## src/rtl/bus_pkg.sv

```systemverilog
// Shared definitions for the 8088-style bus cycle sequencer:
// status codes driven on s_n, the T-state enum and type-class helpers.
package bus_pkg;

   localparam logic [2:0] STS_INTA    = 3'b000;
   localparam logic [2:0] STS_IO_RD   = 3'b001;
   localparam logic [2:0] STS_IO_WR   = 3'b010;
   localparam logic [2:0] STS_HALT    = 3'b011;
   localparam logic [2:0] STS_FETCH   = 3'b100;
   localparam logic [2:0] STS_MEM_RD  = 3'b101;
   localparam logic [2:0] STS_MEM_WR  = 3'b110;
   localparam logic [2:0] STS_PASSIVE = 3'b111;

   typedef enum logic [2:0] {
      TI = 3'd0,
      T1 = 3'd1,
      T2 = 3'd2,
      T3 = 3'd3,
      TW = 3'd4,
      T4 = 3'd5
   } t_state_e;

   function automatic logic is_write(input logic [2:0] sts);
      return (sts == STS_IO_WR) || (sts == STS_MEM_WR);
   endfunction

   function automatic logic is_read(input logic [2:0] sts);
      return (sts == STS_INTA) || (sts == STS_IO_RD) ||
             (sts == STS_FETCH) || (sts == STS_MEM_RD);
   endfunction

endpackage

```

## src/rtl/bus_wait_timer.sv

```systemverilog
// Wait-state timeout counter. Cleared while the sequencer is in T3,
// advanced on every TW cycle that sees ready low; expired flags the
// 255th consecutive such cycle. Only built with BUS_WAIT_TIMEOUT_EN.
module bus_wait_timer (
   input  logic clk,
   input  logic reset,
   input  logic clear,
   input  logic tick,
   output logic expired
);

   logic [7:0] count;

   // Count consecutive not-ready wait states since the last T3.
   always_ff @(posedge clk or posedge reset) begin
      if (reset) begin
         count <= '0;
      end else if (clear) begin
         count <= '0;
      end else if (tick) begin
         count <= count + 8'd1;
      end
   end

   assign expired = tick && (count == 8'd254);

endmodule

```

## src/rtl/cpu_bus_sequencer.sv

```systemverilog
// 8088 bus cycle sequencer: accepts one request at a time and walks the
// T1-T2-T3-(TW)*-T4 sequence, driving status, multiplexed AD and high
// address, and returning read data with a one-cycle completion pulse.
// Optional wait-state timeout: define BUS_WAIT_TIMEOUT_EN.
module cpu_bus_sequencer
   import bus_pkg::*;
(
   input  logic        clk,
   input  logic        reset,
   input  logic        req_valid,
   output logic        req_ready,
   input  logic [2:0]  req_type,
   input  logic [19:0] req_addr,
   input  logic [7:0]  req_wdata,
   input  logic        ready,
   output logic [2:0]  s_n,
   output logic [7:0]  ad_out,
   output logic        ad_oe,
   input  logic [7:0]  ad_in,
   output logic [11:0] a_hi,
   output logic        rsp_valid,
   output logic [7:0]  rsp_rdata,
   output logic        rsp_err
);

   t_state_e    state, state_next;
   logic [2:0]  lat_type;
   logic [19:0] lat_addr;
   logic [7:0]  lat_wdata;
   logic        rst_done;
   logic        accept;
   logic        timeout;
   logic        finishing;
   logic        lat_halt;

   // rst_done keeps req_ready low for the first clock after reset release,
   // so the earliest T1 is two clocks after deassertion.
   assign req_ready = rst_done && ((state == TI) || (state == T4));
   assign accept    = req_ready && req_valid && (req_type != STS_PASSIVE);
   assign rsp_valid = (state == T4);
   assign lat_halt  = (lat_type == STS_HALT);
   assign finishing = ((state == T3) || (state == TW)) && (state_next == T4);

`ifdef BUS_WAIT_TIMEOUT_EN
   bus_wait_timer u_wait_timer (
      .clk     (clk),
      .reset   (reset),
      .clear   (state == T3),
      .tick    ((state == TW) && !ready),
      .expired (timeout)
   );

   // Timeout error flag: set on a timed-out TW, cleared when a new cycle starts.
   always_ff @(posedge clk or posedge reset) begin
      if (reset) begin
         rsp_err <= 1'b0;
      end else if (accept) begin
         rsp_err <= 1'b0;
      end else if (timeout) begin
         rsp_err <= 1'b1;
      end
   end
`else
   assign timeout = 1'b0;
   assign rsp_err = 1'b0;
`endif

   // State register, request latch and post-reset gate.
   always_ff @(posedge clk or posedge reset) begin
      if (reset) begin
         state     <= TI;
         rst_done  <= 1'b0;
         lat_type  <= STS_PASSIVE;
         lat_addr  <= '0;
         lat_wdata <= '0;
      end else begin
         state    <= state_next;
         rst_done <= 1'b1;
         if (accept) begin
            lat_type  <= req_type;
            lat_addr  <= req_addr;
            lat_wdata <= req_wdata;
         end
      end
   end

   // Response data: captured on the edge that leaves T3/TW for T4.
   always_ff @(posedge clk or posedge reset) begin
      if (reset) begin
         rsp_rdata <= '0;
      end else if (finishing) begin
         if (timeout) begin
            rsp_rdata <= 8'hFF;
         end else if (lat_halt) begin
            rsp_rdata <= 8'h00;
         end else if (is_read(lat_type)) begin
            rsp_rdata <= ad_in;
         end
      end
   end

   // Next-state logic and bus outputs decoded from the current T-state.
   always_comb begin
      state_next = state;
      s_n        = STS_PASSIVE;
      ad_oe      = 1'b0;
      ad_out     = '0;
      a_hi       = '0;
      case (state)
         TI: begin
            if (accept) state_next = T1;
         end
         T1: begin
            state_next = T2;
            s_n        = lat_type;
            ad_oe      = 1'b1;
            ad_out     = lat_addr[7:0];
            a_hi       = lat_addr[19:8];
         end
         T2, T3, TW: begin
            if (state == T2) begin
               state_next = T3;
            end else if (state == T3) begin
               state_next = (lat_halt || ready) ? T4 : TW;
            end else begin
               state_next = (ready || timeout) ? T4 : TW;
            end
            s_n  = lat_halt ? STS_PASSIVE : lat_type;
            a_hi = lat_addr[19:8];
            if (is_write(lat_type)) begin
               ad_oe  = 1'b1;
               ad_out = lat_wdata;
            end
         end
         T4: begin
            state_next = accept ? T1 : TI;
            a_hi       = lat_addr[19:8];
            if (is_write(lat_type)) begin
               ad_oe  = 1'b1;
               ad_out = lat_wdata;
            end
         end
         default: state_next = TI;
      endcase
   end

endmodule

```

## config.mk

```make
export PLATFORM = sky130hd
export DESIGN_NAME = cpu_bus_sequencer
export DESIGN_NICKNAME = d
export VERILOG_FILES = /design/src/rtl/bus_pkg.sv /design/src/rtl/bus_wait_timer.sv /design/src/rtl/cpu_bus_sequencer.sv
export SDC_FILE = /design/constraint.sdc
export NUM_CORES = 1
export LEC_CHECK = 0
export ABC_CLOCK_PERIOD_IN_PS = 2500
export CORE_ASPECT_RATIO = 1.75
export CORE_MARGIN = 2
export CORE_UTILIZATION = 40
export CTS_BUF_LIST = sky130_fd_sc_hd__clkbuf_8
export DETAILED_ROUTE_END_ITERATION = 7
export PLACE_DENSITY_LB_ADDON = 0.1
export SLEW_MARGIN = 40
export SYNTH_ARGS = -nofsm -noshare
export SYNTH_HDL_FRONTEND = slang
export SYNTH_SLANG_ARGS = --single-unit
```

## constraint.sdc

```tcl
create_clock -name clk -period 2.5 [get_ports clk]
set_clock_uncertainty 0.2 [all_clocks]
set_input_delay 0.5 -clock clk [delete_from_list [all_inputs] [get_ports clk]]
set_output_delay 0.5 -clock clk [all_outputs]
set_load 0.02 [all_outputs]
```

# Word level (Yosys, flattened, before mapping)
# Index checks and enable logic that the tools add are counted.
# Widths: inputs -> output; s select.
# word_totals
output_inout_bits	35
ff_bits	43
inputBits	43
word_cells	53
# classes
n_reduce_logical	18
muxes	16
n_eq_ne	13
# ops
cell	n
$mux 8	3
$eq 3x3->1 const B	6
$pmux 8 s2	1
$eq 3x2->1 const B	4
$mux 12	1
$pmux 3 s4	1
$mux 3	3
$logic_or 1x1->1	7
$eq 3x1->1 const B	2
$logic_not 3->1	2
$pmux 3 s2	1
$mux 1	5
$reduce_or 5->1	1
$logic_and 1x1->1	4
$reduce_or 4->1	1
$ne 3x3->1 const B	1
$reduce_or 3->1	1
$pmux 1 s2	1
$reduce_and 2->1	1
$reduce_bool 2->1	1

# Logic depth before layout (Yosys ltp)
# logic_depth
word_depth	10
depth_mapped	7
ltp_nobuf	4

# Worst setup path after synthesis
# Ideal clock, no wire load.
# synth_path
path_type	register to output
start	reg state[1]
end	out ad_out[0]
stages_incl_launch_ff	6
path_slack_ns	0.060
required_ns	1.800
t_arrival_ns	1.740
path_cell_list	dfrtp_1 > buf_2 > inv_1 > ha_1 > nor3b_1 > a22o_1
# synth_between
elab_chain_cells	3
word_cells_on_any_way	7
classes_between	eq/ne (5); mux (1); reduce/logical (1)
# synth_rtl
element	line_no	text
start, declared	cpu_bus_sequencer.sv:26	t_state_e state, state_next;
start signal, assigned	cpu_bus_sequencer.sv:77	state <= state_next;
$eq 3x3->1 or $eq 3x2->1 (tied branches)	cpu_bus_sequencer.sv:109	case (state)
$reduce_or 4->1 (no source line)	--	
$pmux 8 s2 *	cpu_bus_sequencer.sv:109	
end, declared	cpu_bus_sequencer.sv:17	output logic [7:0] ad_out,
# Mark *: on every way between the ends. The rest lies on a longest branch, timed or not.

# Final worst setup path
# layout_path
start	reg state[1]
end	out a_hi[5]
# layout_between
elab_chain_cells	3
word_cells_on_any_way	7
classes_between	eq/ne (5); mux (1); reduce/logical (1)
# layout_rtl
element	line_no	text
$eq 3x3->1 (tied with other cells)	cpu_bus_sequencer.sv:109	
$reduce_or 5->1 (no source line) *	--	
$mux 12 *	cpu_bus_sequencer.sv:109	
end, declared	cpu_bus_sequencer.sv:20	output logic [11:0] a_hi,
# Marks and branches as above.

==> reports/summary.txt <==
GRT Overall Usage: 15.95%
Site Rows: 34
CP dominant cell by count: nor2_1
Routability cong.: 0.7437
Flops & latches, synth: 43
CTS tree: built
CTS Sinks: 43
DR vias: 1490
Top-area cell type share of the netlist area: 48.43%
Number of H-tree levels: 2
Fillers: 459
Largest net degree at the start of global routing: 24
Chip Width: 58.34 um
Drt pass-1 iters: 3
Leakage: 0.001429 uW
Data arrival, critical path: 1.67 ns
Biggest cell delay along the critical path: 0.38 ns
Tot Pwr: 3808 uW
Unrepaired setup endpoints after global routing: no
Synthesis-to-layout area growth: 43.52%
Number of CTS-inserted buffers: 5
CTS root buffer: clkbuf_8
Layout cells sized above 1: 27.20%
Crit path buf inv count: 3
Fin crit period: 2.367 ns
Clock Path Buffers: 2
Placement Setup Slack: 0.01147 ns
Die area: 0.005781 mm^2
Initial Util: 41.53%
Area contributors post-synth: dfrtp_1 (48%), mux2_2 (17%), nor2b_1 (3.9%)
Synth unique cells: 35
Post-synthesis sequential area ratio: 52.24%
HPWL after DPL: 3201 um
Final worst path period share: 94.68%
Mapped Cells: 165
Hold/Removal Path Class: flop to flop
Routed Antenna Nets: 0
Fmax achieved: 422.5 MHz
Critical path type: flop to primary output
Multi-input logic area: 875.8 um^2
Ant diodes: 0
Post-CTS Hold Buffers: 0
Synthesized area per cell: 12.53 um^2
NumNets Final: 294
DR iter-0 viols: 32
Largest area contributor in the netlist: dfrtp_1
Worst setup EP type: primary output
Crit path cell chain: buf_4, nor2_2, nor2_1, nor2_1, buf_6, nor2b_1, dlygate4sd2_1
Ports: 78
Postcts setup bufs: 0
Remaining global-route overflow: 0
Die Y: 99.10 um
Syn Nets: 210
Final wirelength: 4235 um
Slew Viols, Final: 0
Slowest CP cell: dfrtp_1
Clock slew at reported path FFs: 0.07 ns
Cell Area, Synth: 0.002067 mm^2
Commonest non-fill, non-tap cells in the layout: clkdlybuf4s50_1 (51), dfrtp_1 (40), mux2_2 (31), nor2b_1 (13), dlygate4sd2_1 (13)
Routed len/inst: 13.93 um
Most common cell after layout, fill and taps aside: clkdlybuf4s50_1
FF/Latch Area: 0.001080 mm^2
Worst Slack Setup Final: 0.1329 ns
Buffers on Ports: 76
Power per cell area: 1284 mW/mm^2
CTS resizes: 42
Hold Violations, Final: 0
Cell family with most CP delay: buffers and inverters
Final setup viols: 0
Detailed-route DRC error count: 0
First-pass GRT wire length: 7141 um
Required time of the critical path: 1.80 ns
Vias in the first global route: 1564
Critical Path Fanout Max: 12
Vias/cell: 4.901
R2r setup slk: 0.38 ns
Max Cap Viol: 0
VDD IR max: 701.8 uV
Antenna violations before repair: 0
Setup tns final: 0 ns
Clock Latency Late Sink: 0.29 ns
Outcome: complete, no violations
Worst setup SP type: flop
Core ar.: 0.004977 mm^2
YS warnings: 0
[logic make-up after synthesis]
group / count (synthesis) / share of synthesized area, %
AO/OA/AOI/OAI: 14 / 6.599
XOR/XNOR: 3 / 1.635
adder cells (fa/ha/maj): 2 / 1.210
buffers and inverters: 21 / 5.508
flip-flops: 43 / 52.24
multiplexers: 39 / 20.76
other: 2 / 0.3633
AND/OR/NAND/NOR: 41 / 11.68
[sequential cells by signal, indices dropped and copies added, names as in the netlist]
register	cells
lat_addr	20
lat_type	3
lat_wdata	8
rsp_rdata	8
rst_done	1
state	3
[report_power, final]
group	internal [uW]	total, uW	switching [uW]	leakage [uW]
Clock	219	438	220	0.0000524
Combinational	1050	2120	1070	0.000874
Sequential	1060	1250	191	0.000502
Total	2330	3810	1480	0.00143
[stage by stage]
step | util, % | cell area [um^2] | instances | hold slack (ns)
after floorplan | - | 2067 | 165 | 0.2726
after global placement | 58.80 | 2927 | 296 | 0.2810
after detailed placement | 58.80 | 2927 | 296 | 0.2870
after CTS | 60.58 | 3015 | 304 | 0.3044
after global routing | 59.60 | 2967 | 304 | 0.3161
final | 59.60 | 2967 | 304 | 0.2985
[metal layers]
| layer | up-vias | GRT usage, % | part of all wire [%] |
|---|---|---|---|
| met4 | 0 | 5.903 | 1.6 |
| met1 | 713 | 17.75 | 38 |
| met5 | - | 0 | 0 |
| met3 | 7 | 3.771 | 6.2 |
| li1 | 722 | - | - |
| met2 | 48 | 28.52 | 55 |
[layout make-up]
type	count	share of cell area [%]
multi-input cells	101	29.52
flip-flops and latches	43	36.40
well taps	54	2.278
repair buffers	86	27.20
clock inverters	2	0.2952
clock buffers	6	2.784
inverters	12	1.518
[worst reg2reg max path, delay by kind of cell, from the launching register on]
kind / cells / cell delay, ns
xor gates and xnor gates: 1 / 0.17
buffers and inverters: 2 / 0.43
DFF: 1 / 0.45
muxes: 1 / 0.35
and+or+nand+nor: 1 / 0.41
[Yosys cell counts (all sizes together)]
library cell and count:
nor2b 13, clkbuf 1, nor2 5, a22o 8, ha 2, nand2 9
and4b 1, nand3 1, inv 12, conb 2, nor3b 2, o21ai 1
or2 1, nor3 1, nand2b 2, a21oi 1, mux2i 8, and2b 1
a32oi 1, nand3b 2, dfrtp 40, o21bai 1, dfstp 3, and3 1
o211ai 1, or3b 1, mux2 31, a22oi 1, xor2 1, nand4bb 1
buf 8, xnor2 2
[final timing paths]
check | cells past startpoint | from | end
min in group asynchronous | 2 | reset | lat_addr[18]$_DFFE_PP0P_
hold / removal | 1 | lat_addr[12]$_DFFE_PP0P_ | lat_addr[12]$_DFFE_PP0P_
setup / recovery | 7 | state[1]$_DFF_PP0_ | a_hi[5]
max in group asynchronous | 3 | reset | lat_type[1]$_DFFE_PP1P_
hold reg to reg | 1 | lat_addr[12]$_DFFE_PP0P_ | lat_addr[12]$_DFFE_PP0P_
setup reg to reg | 5 | state[0]$_DFF_PP0_ | lat_addr[15]$_DFFE_PP0P_
Note: power is estimated with default switching activity, not from simulation.
